===== config.mk =====
export PLATFORM = sky130hd
export DESIGN_NAME = ballot_collector
export DESIGN_NICKNAME = d
export VERILOG_FILES = /design/src/rtl/ballot_collector.sv
export SDC_FILE = /design/constraint.sdc
export NUM_CORES = 1
export LEC_CHECK = 0
export CORE_ASPECT_RATIO = 0.6
export CORE_MARGIN = 4
export CORE_UTILIZATION = 35
export CTS_CLUSTER_DIAMETER = 120
export DETAILED_ROUTE_END_ITERATION = 6
export HOLD_SLACK_MARGIN = 0.08
export SLEW_MARGIN = 20
export SYNTH_ARGS = -nofsm -noshare
export SYNTH_HDL_FRONTEND = slang
export SYNTH_SLANG_ARGS = --single-unit

===== constraint.sdc =====
create_clock -name clk -period 5.5 [get_ports clk]
set_input_delay 1.65 -clock clk [delete_from_list [all_inputs] [get_ports clk]]
set_output_delay 1.65 -clock clk [all_outputs]
set_load 0.02 [all_outputs]

===== src/rtl/ballot_collector.sv =====
// ballot_collector: runs one voting round, gathering at most one vote per
// voter over a valid/ready interface, and presents the assembled ballot
// vector to the election majority block with a one-cycle valid pulse.
module ballot_collector #(
  parameter int N_VOTERS = 7,
  parameter int TIMEOUT  = 32,
  parameter int ID_W     = 3,
  parameter int CNT_W    = 3
) (
  input  logic                clk,
  input  logic                rst_n,
  input  logic                start,
  input  logic                vote_valid,
  input  logic [ID_W-1:0]     vote_id,
  input  logic                vote_val,
  output logic                vote_ready,
  output logic [N_VOTERS-1:0] people,
  output logic                people_valid,
  output logic [N_VOTERS-1:0] voted_mask,
  output logic [CNT_W-1:0]    yes_count,
  output logic                dup_err,
  output logic                timeout,
  output logic                busy
);

  localparam int TIMER_W = (TIMEOUT > 2) ? $clog2(TIMEOUT) : 1;
  localparam logic [TIMER_W-1:0] TIMER_LAST = TIMER_W'(TIMEOUT - 1);

  typedef enum logic [1:0] {
    IDLE    = 2'd0,
    COLLECT = 2'd1,
    CLOSE   = 2'd2
  } state_t;

  state_t              state, state_next;
  logic [TIMER_W-1:0]  timer;
  logic [N_VOTERS-1:0] sel;
  logic [N_VOTERS-1:0] mask_post;
  logic                accept;
  logic                legal;
  logic                legal_acc;
  logic                mask_full;
  logic                expire;

  // Out-of-range ids shift the one-hot select completely out, so an empty
  // select doubles as the range check.
  always_comb begin
    sel       = N_VOTERS'(1) << vote_id;
    accept    = vote_valid && vote_ready;
    legal     = (|sel) && !(|(sel & voted_mask));
    legal_acc = accept && legal;
    mask_post = legal_acc ? (voted_mask | sel) : voted_mask;
    mask_full = &mask_post;
    // A last vote landing on the final timer cycle fills the mask and wins
    expire    = (state == COLLECT) && !mask_full && (timer == TIMER_LAST);
  end

  // State register
  always_ff @(posedge clk or negedge rst_n) begin
    if (!rst_n) state <= IDLE;
    else        state <= state_next;
  end

  // Next-state logic
  always_comb begin
    state_next = state;
    case (state)
      IDLE:    if (start) state_next = COLLECT;
      COLLECT: if (mask_full || expire) state_next = CLOSE;
      CLOSE:   state_next = IDLE;
      default: state_next = IDLE;
    endcase
  end

  // State-decoded outputs
  always_comb begin
    vote_ready   = (state == COLLECT);
    busy         = (state == COLLECT) || (state == CLOSE);
    people_valid = (state == CLOSE);
  end

  // Ballot datapath, round timer, error pulse and sticky timeout flag
  always_ff @(posedge clk or negedge rst_n) begin
    if (!rst_n) begin
      people     <= '0;
      voted_mask <= '0;
      yes_count  <= '0;
      timer      <= '0;
      timeout    <= 1'b0;
      dup_err    <= 1'b0;
    end else begin
      dup_err <= accept && !legal;
      case (state)
        IDLE: begin
          if (start) begin
            people     <= '0;
            voted_mask <= '0;
            yes_count  <= '0;
            timer      <= '0;
            timeout    <= 1'b0;
          end
        end
        COLLECT: begin
          timer <= timer + TIMER_W'(1);
          if (legal_acc) begin
            people     <= (people & ~sel) | (vote_val ? sel : '0);
            voted_mask <= mask_post;
            yes_count  <= yes_count + CNT_W'(vote_val);
          end
          if (expire) timeout <= 1'b1;
        end
        default: ;
      endcase
    end
  end

endmodule


Yosys cells after proc, flatten, opt, wreduce, memory -nomap -nowiden
Index checks and enable logic that the tools add are counted.
W data, S select, Z words.
{ "classes": {"shifts": 1, "reduce_logical": 20, "eq_ne": 7, "n_bitwise": 5, "add_sub_neg": 2, "mux": 18} }
{ "op_table": {"columns": ["operator", "count"], "rows": [
  ["$mux W7", 5],
  ["$pmux W7 S2", 2],
  ["$and A7 B7 Y7", 2],
  ["$or A7 B7 Y7", 2],
  ["$reduce_or A7 Y1", 2],
  ["$pmux W5 S2", 1],
  ["$not A7 Y7", 1],
  ["$reduce_and A7 Y1", 1],
  ["$shl A1 B3 Y7 const A", 1],
  ["$logic_and A1 B1 Y1", 6],
  ["$mux W3", 2],
  ["$ne A2 B1 Y1 const B", 3],
  ["$pmux W3 S2", 1],
  ["$reduce_and A3 Y1", 2],
  ["$add A5 B1 Y5 const B", 1],
  ["$eq A5 B5 Y1 const B", 1],
  ["$mux W5", 1],
  ["$mux W2", 2],
  ["$pmux W2 S2", 1],
  ["$reduce_and A2 Y1", 2],
  ["$add A3 B1 Y3", 1],
  ["$logic_not A1 Y1", 3],
  ["$eq A2 B1 Y1 const B", 1],
  ["$eq A2 B2 Y1 const B", 1],
  ["6 further kinds", 8]
]} }
{ "totals": {"register_bits": 26, "wordCells": 60, "inputBits": 8, "output_inout_bits": 22} }

Longest topological paths before layout
{ "logic_depth": {"word_depth": 14, "mapped_depth": 8, "mapped_depth_nobuf": 7} }

Least setup slack after synthesis
No wires, ideal clock.
{ "synth_timing": {"path_type": "input to register", "start": "in vote_id[0]", "end": "reg people[5]", "path_stages": 7, "path_buffers": 2, "t_required_ns": 5.421, "setup_ns": 0.079, "arrival_ns": 2.762, "setup_slack_ns": 2.659, "path_cell_list": "buf_4 > o21ai_0 > a21bo_2 > o211a_1 > buf_6 > and3_4 > mux2i_1"} }
{ "synth_via": {"elab_chain_len": 8, "word_cells_on_any_way": 15, "cone_classes": "eq/ne: 1; shift: 1; mux: 3; bitwise: 4; reduce/logical: 6"} }
{ "synth_lines": {"columns": ["item", "line", "rtl"], "rows": [
  ["start, declared", "14", "input logic [ID_W-1:0] vote_id,"],
  ["$shl A1 B3 Y7 (*)", "48", "sel = N_VOTERS'(1) << vote_id;"],
  ["$and A7 B7 Y7", "50", "legal = (|sel) && !(|(sel & voted_mask));"],
  ["$reduce_or A7 Y1", "50", null],
  ["$logic_not A1 Y1", "50", null],
  ["$logic_and A1 B1 Y1", "50", null],
  ["$logic_and A1 B1 Y1", "51", "legal_acc = accept && legal;"],
  ["$ne A2 B1 Y1 (no line)", null, null],
  ["$reduce_and A3 Y1 (no line)", null, null],
  ["end signal, assigned", "106", "people <= (people & ~sel) | (vote_val ? sel : '0);"],
  ["end, declared", "17", "output logic [N_VOTERS-1:0] people,"]
]} }
Mark *: on every way between the ends. The rest lies on a longest branch, timed or not. The select of a mux whose other input is x is not followed.
A chain may end at the register's enable or synchronous reset.

Final worst setup path
{ "layout_timing": {"start": "in vote_id[0]", "end": "reg voted_mask[5]"} }
{ "layout_via": {"elab_chain_len": 9, "word_cells_on_any_way": 13, "cone_classes": "eq/ne: 1; shift: 1; mux: 3; bitwise: 2; reduce/logical: 6"} }
{ "layout_lines": {"columns": ["item", "line", "rtl"], "rows": [
  ["$shl A1 B3 Y7 (*)", "48", null],
  ["$and A7 B7 Y7", "50", null],
  ["$reduce_or A7 Y1", "50", null],
  ["$logic_not A1 Y1", "50", null],
  ["$logic_and A1 B1 Y1", "50", null],
  ["$logic_and A1 B1 Y1", "51", null],
  ["$mux W7", "52", "mask_post = legal_acc ? (voted_mask | sel) : voted_mask;"],
  ["$mux W7", "105", "if (legal_acc) begin"],
  ["$pmux W7 S2", "93", "case (state)"],
  ["end signal, assigned", "107", "voted_mask <= mask_post;"],
  ["end, declared", "19", "output logic [N_VOTERS-1:0] voted_mask,"]
]} }
Marked as above.

==> results_dict.tcl <==
set metrics [dict create \
    max_freq_mhz 275 \
    final_common_cell "clkdlybuf4s50_1" \
    synth-warning-count 0 \
    cellLeakagePower_nw 0.814 \
    cp_slowest_cell "clkdlybuf4s50_1" \
    grt_first_pass_wirelength_microns 6190 \
    worstMarginPinSlew_ps 742 \
    cts_buffers 3 \
    synth_seq_cells 26 \
    initial_core_util_pct 36.5 \
    numPortBuffers 29 \
    startpoint_type "input port" \
    first_iter_violations 123 \
    cts_tree "built" \
    crit_chain "clkdlybuf4s50_1 > nand2b_1 > o211a_4 > o211a_1 > and3_4 > o21a_1" \
    max_slew_margin_pct 50.4 \
    dp_hpwl_microns 2790 \
    clk_pin_slew_ps 90 \
    fin_crit_ps 3630 \
    syn-num-nets 166 \
    vdd_drop_max_mv 0.164 \
    outcome "complete, no violations" \
    track_usage_pct 14.5 \
    final_max_slew_viol_count 0 \
    die_height_microns 58.9 \
    yosys_most_used_dff "dfrtp_1" \
    clkLatencyLatePin_ps 270 \
    syn_area_per_cell_sq_um 10.1 \
    vias 1270 \
    wl_per_cell_microns 15.8 \
    holdPathStages 1 \
    crit_buf_inv 1 \
    ys_seq_area_share_pct 43.0 \
    cap_viol_max_count 0 \
    syn_to_final_growth_pct 25.7 \
    postCtsHoldBufs 0 \
    dieWidth_microns 92.9 \
    grt_pass1_vias 1238 \
    crit_family "buffers and inverters" \
    grt_max_degree 27 \
    worstPathRequired_ps 5670 \
    dr.pass1.iters 5 \
    worstRegToRegCells 7 \
    period_share_pct 66.1 \
    final_nets 195 \
    antenna_left 0 \
    rsz0062_at_grt "false" \
    root_buffer "clkbuf_8" \
    fin_skew_ps 2.12 \
    core_area_sq_um 4140 \
    setup_violations 0 \
    fin_setup_tns_ps 0 \
    synth-edff-count 0 \
    yosysUniqueCellTypes 45 \
    ios 30 \
    hold_viol 0 \
    vias_per_cell 5.34 \
    insertedDiodeCount 0 \
    cp_num_cells 6 \
    gp_congestion 0.828 \
    powerDensity_nw_per_um2 432 \
    post-cts-setup-buffer-count 0 \
    hold_path.class "register to register" \
    drc 0 \
    h-tree-depth 1 \
    drive_gt1_share_pct 8.99 \
    cts_resized 0 \
    cts.sinks 26 \
    cp-end-kind "register" \
    arrival_ps 3810 \
    die_area_sq_um 5480 \
    rows 18 \
    wirelength_microns 3760 \
    clock_path_buffers 2 \
    syn_inst 150 \
    max_stage_delay_ps 950 \
    syn_area_sq_um 1510 \
    synthArstFlopShare_pct 100 \
    fin_ws_ps 1870 \
    layout_common_cells "29 x clkdlybuf4s50_1, 26 x dfrtp_1, 16 x nand2_1, 9 x a21oi_1" \
    worstPathMaxFanout 19 \
    grt-ovfl-total 0 \
    path_class "input port to register" \
    antenna_found_initial 0 \
    pre_cts_ws_ps 1630 \
]
-- cells by family after synthesis --
group,count (synthesis),synth area share (%)
buffers and inverters,10,3.55
DFF,26,43.0
muxes,9,6.12
adders and majority gates,8,6.61
and+or+nand+nor,59,21.0
AOI/OAI and AO/OA,38,19.8
-- synthesized netlist by cell type, types with 2 or more instances --
cell type	number	area share (%)
dfrtp_1	26	43
nand2_1	16	4.0
a21oi_1	9	3.0
ha_1	8	6.6
nor2_1	8	2.0
mux2i_1	7	4.6
nand3_1	7	2.3
nor2b_1	5	2.1
o21a_1	5	2.5
a22o_1	4	2.3
inv_1	4	0.99
nand4_1	4	1.7
nand2b_1	3	1.2
nor3_1	3	0.99
o21ai_0	3	0.99
a31oi_1	2	0.83
a32o_1	2	1.3
and2_1	2	0.83
and3_1	2	0.83
buf_4	2	0.99
clkbuf_1	2	0.50
nand3b_1	2	0.99
o31ai_1	2	0.99
-- final cells by class --
class / count / area (sq um)
multi-input combinational: 114 / 810
tap: 60 / 75.1
sequential: 26 / 651
inverter: 4 / 15.0
clock buffer: 4 / 55.1
timing repair buffer: 30 / 298
fill: 406 / 2240
-- power breakdown --
group          total (mW)  switching [mW]  internal, mW
Combinational       0.390           0.213         0.177
Clock               0.125          0.0610        0.0641
Sequential          0.308          0.0610         0.247
Total               0.823           0.335         0.488
-- final timing paths --
| kind | startpoint | endpoint | slack, ps |
|---|---|---|---|
| min in group asynchronous | rst_n | timer[3] | 1740 |
| min | yes_count[2] | yes_count[2] | 500 |
| max in group asynchronous | rst_n | yes_count[1] | 3490 |
| min reg2reg | yes_count[2] | yes_count[2] | 500 |
| max reg2reg | state[1] | people[5] | 3320 |
| max | vote_id[0] | voted_mask[5] | 1870 |
-- stage by stage --
| stage | instance area, sq um | cells | hold WS (ps) | util, % | total power, mW |
|---|---|---|---|---|---|
| floorplan | 1510 | 150 | 480 | - | 0.545 |
| global placement | 1850 | 234 | 461 | 44.6 | 0.691 |
| detailed placement | 1850 | 234 | 479 | 44.6 | 0.703 |
| CTS | 1900 | 238 | 492 | 45.9 | 0.829 |
| global route | 1900 | 238 | 505 | 45.9 | 0.881 |
| finish | 1900 | 238 | 497 | 45.9 | 0.823 |
-- routing by layer --
layer	vias up	track usage (%)	wire length [microns]
met2	35	22.0	1750
met5	-	0	0
li1	607	-	-
met4	0	3.76	32
met3	2	3.45	142
met1	626	21.0	1830
-- registers in the layout, indices dropped and copies added (netlist names) --
register	cells
people	7
state	2
yes_count	3
voted_mask	7
timer	5
timeout	1
dup_err	1
Power figures use the tool's default switching activity.
